### config.mk
export PLATFORM = sky130hd
export DESIGN_NAME = fifo_tx_drain
export DESIGN_NICKNAME = d
export VERILOG_FILES = /design/src/rtl/fifo_tx_drain.sv
export SDC_FILE = /design/constraint.sdc
export NUM_CORES = 1
export LEC_CHECK = 0
export ABC_AREA = 1
export BUFFER_PORTS_ARGS = -buffer_cell sky130_fd_sc_hd__buf_2
export CORE_AREA = 2 2 66 68
export CTS_CLUSTER_DIAMETER = 120
export DETAILED_ROUTE_END_ITERATION = 7
export DIE_AREA = 0 0 68 70
export HOLD_SLACK_MARGIN = 0.08
export SYNTH_ARGS = -nofsm -noshare
export SYNTH_HDL_FRONTEND = slang
export SYNTH_SLANG_ARGS = --single-unit
### constraint.sdc
create_clock -name CLK -period 1.4 [get_ports CLK]
set_input_delay 0.28 -clock CLK [delete_from_list [all_inputs] [get_ports CLK]]
set_output_delay 0.28 -clock CLK [all_outputs]
set_load 0.02 [all_outputs]
### src/rtl/fifo_tx_drain.sv
// Drain stage between the FIFO read side and the UART transmitter.
// Pops one byte per frame from a first-word-fall-through FIFO, offers it to
// the transmitter with a valid/busy handshake, optionally holds an idle gap
// after each frame, flags a transmitter that never accepts, and counts
// accepted frames.
module fifo_tx_drain #(
    parameter int DATA_WIDTH = 8,
    parameter int GAP_CYCLES = 0,
    parameter int TIMEOUT    = 16,
    parameter int CNT_WIDTH  = 16
) (
    input  logic                  CLK,
    input  logic                  RST,
    input  logic                  EN,
    input  logic                  EMPTY,
    input  logic [DATA_WIDTH-1:0] RD_DATA,
    output logic                  R_INC,
    input  logic                  TX_BUSY,
    output logic [DATA_WIDTH-1:0] TX_P_DATA,
    output logic                  TXDATA_VALID,
    output logic                  DRAIN_BUSY,
    output logic                  TIMEOUT_ERR,
    output logic [CNT_WIDTH-1:0]  FRAME_CNT
);

    // Counter widths are clamped to one bit so degenerate parameters still elaborate.
    localparam int TO_W  = (TIMEOUT > 32'sd1) ? $clog2(TIMEOUT) : 32'sd1;
    localparam int GAP_W = (GAP_CYCLES > 32'sd1) ? $clog2(GAP_CYCLES) : 32'sd1;
    localparam bit HAS_GAP = (GAP_CYCLES > 32'sd0);

    localparam logic [TO_W-1:0]      TO_LAST  = TO_W'(TIMEOUT - 32'sd1);
    localparam logic [TO_W-1:0]      TO_ONE   = TO_W'(1'b1);
    localparam logic [GAP_W-1:0]     GAP_LAST = GAP_W'(HAS_GAP ? (GAP_CYCLES - 32'sd1) : 32'sd0);
    localparam logic [GAP_W-1:0]     GAP_ONE  = GAP_W'(1'b1);
    localparam logic [CNT_WIDTH-1:0] CNT_ONE  = CNT_WIDTH'(1'b1);

    typedef enum logic [1:0] {
        ST_IDLE    = 2'd0,
        ST_LAUNCH  = 2'd1,
        ST_WAIT_LO = 2'd2,
        ST_GAP     = 2'd3
    } state_t;

    state_t                  state_r, state_s;
    logic [TO_W-1:0]         to_cnt_r, to_cnt_s;
    logic [GAP_W-1:0]        gap_cnt_r, gap_cnt_s;
    logic [DATA_WIDTH-1:0]   data_r, data_s;
    logic                    r_inc_r, r_inc_s;
    logic                    valid_r, valid_s;
    logic                    busy_r, busy_s;
    logic                    err_r, err_s;
    logic [CNT_WIDTH-1:0]    cnt_r, cnt_s;

    // Next-state and next-output logic; pulses default low, data and counters hold.
    always_comb begin
        state_s   = state_r;
        to_cnt_s  = to_cnt_r;
        gap_cnt_s = gap_cnt_r;
        data_s    = data_r;
        cnt_s     = cnt_r;
        r_inc_s   = 1'b0;
        valid_s   = 1'b0;
        err_s     = 1'b0;

        case (state_r)
            ST_IDLE: begin
                // Launch only when the transmitter is free, so a byte is never offered to a busy TX.
                if (EN && !EMPTY && !TX_BUSY) begin
                    data_s   = RD_DATA;
                    r_inc_s  = 1'b1;
                    valid_s  = 1'b1;
                    to_cnt_s = '0;
                    state_s  = ST_LAUNCH;
                end else begin
                    state_s  = ST_IDLE;
                end
            end
            ST_LAUNCH: begin
                // Acceptance wins over the timeout when both land on the same cycle.
                if (TX_BUSY) begin
                    cnt_s   = cnt_r + CNT_ONE;
                    state_s = ST_WAIT_LO;
                end else if (to_cnt_r == TO_LAST) begin
                    // Byte is dropped: it was already popped and is not re-queued.
                    err_s   = 1'b1;
                    state_s = ST_IDLE;
                end else begin
                    valid_s  = 1'b1;
                    to_cnt_s = to_cnt_r + TO_ONE;
                end
            end
            ST_WAIT_LO: begin
                if (!TX_BUSY) begin
                    if (HAS_GAP) begin
                        gap_cnt_s = '0;
                        state_s   = ST_GAP;
                    end else begin
                        state_s   = ST_IDLE;
                    end
                end else begin
                    state_s = ST_WAIT_LO;
                end
            end
            ST_GAP: begin
                if (gap_cnt_r == GAP_LAST) begin
                    state_s = ST_IDLE;
                end else begin
                    gap_cnt_s = gap_cnt_r + GAP_ONE;
                end
            end
            default: begin
                state_s = ST_IDLE;
            end
        endcase

        // Busy flag is derived from the next state so it is registered alongside it.
        busy_s = (state_s != ST_IDLE);
    end

    // State, counter and output registers with synchronous reset.
    always_ff @(posedge CLK) begin
        if (RST) begin
            state_r   <= ST_IDLE;
            to_cnt_r  <= '0;
            gap_cnt_r <= '0;
            data_r    <= '0;
            r_inc_r   <= 1'b0;
            valid_r   <= 1'b0;
            busy_r    <= 1'b0;
            err_r     <= 1'b0;
            cnt_r     <= '0;
        end else begin
            state_r   <= state_s;
            to_cnt_r  <= to_cnt_s;
            gap_cnt_r <= gap_cnt_s;
            data_r    <= data_s;
            r_inc_r   <= r_inc_s;
            valid_r   <= valid_s;
            busy_r    <= busy_s;
            err_r     <= err_s;
            cnt_r     <= cnt_s;
        end
    end

    assign R_INC        = r_inc_r;
    assign TX_P_DATA    = data_r;
    assign TXDATA_VALID = valid_r;
    assign DRAIN_BUSY   = busy_r;
    assign TIMEOUT_ERR  = err_r;
    assign FRAME_CNT    = cnt_r;

endmodule

Word-level counts from Yosys, hierarchy flattened:

Index checks and enable logic that the tools add are counted.

* $add $sub $neg: 3
* equality and inequality tests: 7
* mux-type cells: 16
* bitwise operators: 2
* reductions and logical operators: 12

Operators by type and width (number)
* $add 16x1->16 const B: 1
* $mux 4: 3
* $mux 2: 4
* $pmux 2 s4: 1
* $pmux 4 s2: 1
* $mux 1: 6
* $ne 2x2->1 const B: 3
* $add 4x1->4 const B: 1
* $eq 2x2->1 const B: 2
* $eq 4x4->1 const B: 1
* $reduce_and 2->1: 2
* $reduce_and 4->1: 1
* $reduce_bool 2->1: 2
* $reduce_or 3->1: 1
* $eq 2x1->1 const B: 1
* $logic_and 1x1->1: 2
* $logic_not 1->1: 2
* $logic_not 2->1: 1
* $not 1->1: 2
* $pmux 1 s2: 1
* $reduce_or 2->1: 1
* $add 1x1->1 const B: 1

* bits in registers: 35
* input bits: 13
* output and inout bits: 28
* logic and storage cells: 49

Longest topological paths before layout:

Gate-level depths: netlist of run 1.

* depth after elaboration: 6
* mapped depth: 8

Least setup slack after synthesis of run 1:

No wires, ideal clock.

* path type: register -> register
* start point: reg cnt_r[1] (netlist: FRAME_CNT[1])
* end point: reg cnt_r[8] (netlist: FRAME_CNT[8])
* data arrival time: 1.234 ns
* required time: 1.287 ns
* setup slack: 0.053 ns
* stages on the path, launching flop included: 7
* buffers on the path: 0
* period minus slack after synthesis: 1.347 ns
* path through: dfxtp_1 ha_1 nand4_2 nor2_4 nand2_1 o21ai_1 nor2_1

* word-level cells in the longest chain between the ends: 1

RTL lines
* start, declared: line 52 `logic [CNT_WIDTH-1:0] cnt_r, cnt_s;`
* start signal, assigned: line 141 `cnt_r <= cnt_s;`
* $add 16x1->16: line 81 `cnt_s = cnt_r + CNT_ONE;`

Every way passes these cells.
A chain may end at the register's enable or synchronous reset.

Worst setup path after layout of run 1:

* start point: reg cnt_r[3] (netlist: FRAME_CNT[3])
* end point: out FRAME_CNT[3]

RTL lines
* end, declared: line 23 `output logic [CNT_WIDTH-1:0] FRAME_CNT`

No word-level cell between the ends.

==> results.yml, run 1 <==
drt:
  wl_met3_um: 198
  drtIter0Drc: 81
  wl_met2_um: 1380
  drtAntennaViolNets: 0
  vias: 1491
  vias_per_cell: 4.52
  drc: 0
  wl_met1_um: 1740
  firstDrtPassIters: 4
  routed_wl_um: 3400
  top_layer_used: "met4"
  wl_per_cell_um: 10.3
finish:
  final_util_pct: 47.4
  layout-drive-gt1-share_pct: 27.3
  area_delta_synth_final_pct: 26.9
  fillers: 430
  antenna_cells: 0
  nets: 293
floorplanning:
  die_x_um: 68
  start_util_pct: 37.3
  core_um2: 4140
  dieHeight_um: 70
  pin_count: 41
  row_count: 24
  die_area_um2: 4760
setup_path:
  critPathMaxFanout: 5
  crit_arrival_ns: 1.00
  path_class: "flip-flop to output port"
  startpoint_type: "flip-flop"
  reg2reg_setup_slack_ns: 0.12
  end_kind: "output port"
  critical_path_required_ns: 1.12
run:
  maxCapViolCount: 0
yosys:
  synth.top_cell.area_share_pct: 44.0
  syn_area_per_cell_um2: 6.94
  synth_top_area_cell: "dfxtp_1"
  synth_area_um2: 1550
  ys_seq_elements: 34
  synth.area.top_cells: "dfxtp_1 (44%), nand2_1 (11%), nor2_1 (8.2%)"
  ys_warn_count: 0
  synth.distinct_cells: 21
  syn-num-nets: 238
  synth-seq-area-share_pct: 44.0
  syn_inst: 223
power_and_ir_drop:
  p_leak_nw: 0.905
  total_power_mw: 1.84
  powerDensity_nw_per_um2: 934
  vdd_ir_drop_max_uv: 486
timing:
  drv_slew: 0
  skew_ns: 0.00776
  relSlewSlack_pct: 75.4
  fin_crit_sh_pct: 91.4
  setup_violations: 0
  rsz0062_at_grt: "no"
  period_minus_slack_ns: 1.28
  hold_viol: 0
  tightestPinTransition_ns: 0.368
  setup_tns_ns: 0
  finalWorstSetupSlack_ns: 0.120
  max_freq_mhz: 781
placed_design:
  place_congestion: 0.809
  dp_slack_ns: 0.117
  hpwl_um: 2490
  place.port_buffers: 40
clock_network:
  clk_latency_ns: 0.29
  cts_hold_buf: 0
  clkTransAtPathRegs_ns: 0.07
  cts_sinks: 34
  cts-root-buf: "clkbuf_8"
  ctsLongestPathBuffers: 2
  htreeDepth: 2
  cts_tree: "yes"
  cts_made_buffers: 5
min_path:
  min_path_type: "primary input to flip-flop"
global_routing:
  grt_pass1_wl_um: 6070
  overflow: 0
  grt_pass1_vias: 1336
  grt.total_usage_pct: 17.0
  antenna_found_initial: 0
  grt_max_degree: 18
status:
  outcome: "completed"
-- stage by stage --
| step | cell area (um2) | std cells | hold slack [ns] |
|---|---|---|---|
| floorplan | 1550 | 223 | 0.358 |
| global placement | 1870 | 321 | 0.431 |
| detailed placement | 1870 | 321 | 0.434 |
| CTS | 1950 | 328 | 0.251 |
| global route | 1960 | 330 | 0.265 |
| finish | 1960 | 330 | 0.257 |
-- flip-flops by register name (all words and copies together), names as in the netlist --
signal        cells
FRAME_CNT        16
TX_P_DATA         8
to_cnt_r          4
state_r           2
DRAIN_BUSY        1
R_INC             1
TIMEOUT_ERR       1
TXDATA_VALID      1
-- report_power, final --
part	total [mW]	internal (mW)	switching (mW)
Combinational	0.150	0.0582	0.0913
Clock	0.681	0.333	0.348
Sequential	1.01	0.991	0.0138
Total	1.84	1.38	0.453
-- synthesized netlist by cell type, drive strengths merged --
master,number
inv,36
nand4,8
nor4,1
nand2,48
xnor2,1
a21oi,19
nor2,40
o21ai,17
clkbuf,1
ha,2
dfxtp,34
buf,3
nand3,13
-- cell families (layout without fill, tap and decap cells) --
| logic type | count (synthesis) | count (layout) | share of synthesized area [%] |
|---|---|---|---|
| xor+xnor | 1 | 1 | 0.566 |
| flops | 34 | 34 | 44.0 |
| fa+ha+maj | 2 | 2 | 1.62 |
| compound gates | 36 | 36 | 11.6 |
| simple gates | 110 | 110 | 32.3 |
| buf+inv | 40 | 95 | 9.94 |
-- placed cells by master (no fill, tap or decap) --
master,count
nand2_1,46
buf_2,40
nor2_1,34
dfxtp_1,33
inv_1,31
a21oi_1,19
nand3_1,12
buf_4,12
o21ai_0,9
o21ai_1,8
nand4_1,6
inv_2,5
clkbuf_8,5
nor2_2,4
nand4_2,2
nand2_2,2
nor2_4,2
ha_1,2
clkinv_2,2
dfxtp_2,1
nand3_2,1
nor4_1,1
xnor2_1,1
-- worst paths after layout --
kind,startpoint,to,cells after the start
min reg2reg,TX_P_DATA[5],TX_P_DATA[5],2
min,TX_BUSY,TIMEOUT_ERR,2
max reg2reg,FRAME_CNT[0],FRAME_CNT[10],8
max,FRAME_CNT[3],FRAME_CNT[3],2
-- per-layer routing --
metal / vias up / global-route usage (%)
met4: 0 / 8.00
li1: 815 / -
met1: 639 / 22.7
met3: 6 / 5.96
met5: - / 0
met2: 31 / 24.1
-- worst max-delay path, stage by stage (launching register included) --
cell	delay (ns)
dfxtp_1	0.41
buf_4	0.15
buf_2	0.15
-- area by class of cell --
type                            instances  area [um2]  share of cell area, %
Clock buffer                            5        68.8                   3.50
Clock inverter                          2        10.0                  0.510
Multi-Input combinational cell        149         713                   36.3
Sequential cell                        34         682                   34.7
Timing Repair Buffer                   52         290                   14.8
Inverter                               36         135                   6.88
Tap cell                               52        65.1                   3.31
-- timing repair --
| action | in CTS | in global routing |
|---|---|---|
| resized for setup | 0 | 1 |
| setup buffers | 0 | 2 |
| endpoints found under the setup margin | 0 | 3 |
Power figures use the tool's default switching activity.
==> run 2, diff against run 1 <==
--- a/config.mk
+++ b/config.mk
@@ -7,11 +7,12 @@
 export LEC_CHECK = 0
 export ABC_AREA = 1
 export BUFFER_PORTS_ARGS = -buffer_cell sky130_fd_sc_hd__buf_2
-export CORE_AREA = 2 2 66 68
+export CORE_AREA = 2 2 69 65
 export CTS_CLUSTER_DIAMETER = 120
 export DETAILED_ROUTE_END_ITERATION = 7
-export DIE_AREA = 0 0 68 70
+export DIE_AREA = 0 0 71 67
 export HOLD_SLACK_MARGIN = 0.08
 export SYNTH_ARGS = -nofsm -noshare
 export SYNTH_HDL_FRONTEND = slang
 export SYNTH_SLANG_ARGS = --single-unit
+export TNS_END_PERCENT = 10
==> constraint.sdc (replaced) <==
create_clock -name CLK -period 1 [get_ports CLK]
set_input_delay 0.2 -clock CLK [delete_from_list [all_inputs] [get_ports CLK]]
set_output_delay 0.2 -clock CLK [all_outputs]
set_load 0.02 [all_outputs]
==> run 2 against run 1 <==
The run now ends with negative setup slack left. Cell count rose by 5.5%. Clock power grew 81%. Flip-flop and latch count stayed put. Largest cell class unchanged.
==> results.yml, run 2 (synthesis results as in run 1) <==
setup_path:
  path_class: "flip-flop to flip-flop"
  critPathTopFamily: "simple AND/OR/NAND/NOR gates"
  startpoint_type: "flip-flop"
  end_kind: "flip-flop"
  max_stage_delay_ns: 0.38
  critical_path_required_ns: 1.19
  crit_arrival_ns: 1.33
  path_cells: "ha_4, nand4_4, nor2_4, nand2_2, o21ai_1, nor2_1"
  crit_slowest_cell: "dfxtp_4"
  timing.critical_path.buf_inv: 0
  critPathMaxFanout: 6
finish:
  final_cell_count_no_fill: 348
  layout_common_cells: "nand2_1 (40), buf_4 (34), nor2_1 (30), inv_1 (30), buf_6 (20)"
  final_util_pct: 62.4
  fillers: 360
  multi_input_area_um2: 842
  layout_commonest_cell: "nand2_1"
  nets: 314
  layout-drive-gt1-share_pct: 45.7
  largest_reg_flops: 16
  antenna_cells: 0
  regArea_um2: 731
  area_delta_synth_final_pct: 61.0
clock_network:
  cts_made_buffers: 5
  cts-root-buf: "clkbuf_8"
  ctsLongestPathBuffers: 2
  cts_sinks: 34
  cts_tree: "yes"
  clkTransAtPathRegs_ns: 0.07
  htreeDepth: 2
  clk_latency_ns: 0.29
floorplanning:
  start_util_pct: 38.8
  die_area_um2: 4760
  die_x_um: 71
  dieHeight_um: 67
  core_um2: 3990
  pin_count: 41
  row_count: 22
drt:
  vias: 1600
  drtIter0Drc: 84
  routed_wl_um: 3740
  firstDrtPassIters: 4
  drtAntennaViolNets: 0
  wl_per_cell_um: 10.7
  vias_per_cell: 4.60
  drc: 0
power_and_ir_drop:
  powerDensity_nw_per_um2: 1170
  vdd_ir_drop_max_uv: 1020
  p_leak_nw: 1.07
placed_design:
  hpwl_um: 2680
  place_congestion: 0.819
  dp_cells: 337
  dp_slack_ns: -0.216
  place.port_buffers: 40
timing:
  fin_crit_sh_pct: 115
  skew_ns: 0.00418
  drv_slew: 0
  period_minus_slack_ns: 1.15
  finalWorstSetupSlack_ns: -0.145
  relSlewSlack_pct: 85.6
  max_freq_mhz: 873
  setup_tns_ns: -2.78
  tightestPinTransition_ns: 0.215
  rsz0062_at_grt: "yes"
  hold_viol: 0
  setup_violations: 35
status:
  outcome: "finished with violations"
  violations: "negative setup slack"
min_path:
  min_path_type: "primary input to flip-flop"
run:
  maxCapViolCount: 0
global_routing:
  grt_pass1_wl_um: 6310
  grt.total_usage_pct: 17.4
  grt_pass1_vias: 1376
  antenna_found_initial: 0
  overflow: 0
  grt_max_degree: 18
[run 2: area by class of cell]
cell class | count | share of cell area (%)
clock buffers | 5 | 2.76
clock inverters | 3 | 1.61
inverters | 36 | 5.82
multi-input cells | 149 | 33.8
flip-flops and latches | 34 | 29.3
well taps | 48 | 2.41
repair buffers | 73 | 24.3
[run 2: per-layer routing]
layer | global-route usage (%) | vias up | routed length, um
li1 | - | 862 | -
met1 | 22.6 | 697 | 1840
met2 | 26.9 | 37 | 1680
met3 | 4.99 | 4 | 167
met4 | 7.78 | 0 | 52
met5 | 0 | - | 0
[run 2: what timing repair did]
action	in CTS	in global routing
hold buffers	0	0
setup endpoints to repair	49	57
resized for setup	57	39
pin swaps	11	3
hold endpoints to repair	0	0
setup buffers	2	1
[run 2: per-stage QoR]
stage / hold slack (ns) / cell area [um2] / total power, mW
floorplan: 0.278 / 1590 / 1.56
global placement: 0.429 / 2080 / 1.67
detailed placement: 0.432 / 2080 / 1.67
CTS: 0.165 / 2390 / 2.94
global route: 0.185 / 2490 / 3.05
finish: 0.172 / 2490 / 2.91
[run 2: power by group]
group	switching [mW]	internal, mW
logic	0.155	0.126
clock network	0.501	0.733
registers	0.0235	1.37
total	0.679	2.23
[run 2: tightest hold or removal path: stages]
cell and delay (ns):
buf_2 0.07, o21ai_1 0.05, a21oi_1 0.10
[run 2: final timing paths]
path / start / endpoint / slack [ns] / cells past startpoint
setup / recovery: FRAME_CNT[1] / FRAME_CNT[8] / -0.15 / 6
hold reg to reg: TX_P_DATA[1] / TX_P_DATA[1] / 0.44 / 2
setup reg to reg: FRAME_CNT[1] / FRAME_CNT[8] / -0.15 / 6
hold / removal: RD_DATA[6] / TX_P_DATA[6] / 0.17 / 3
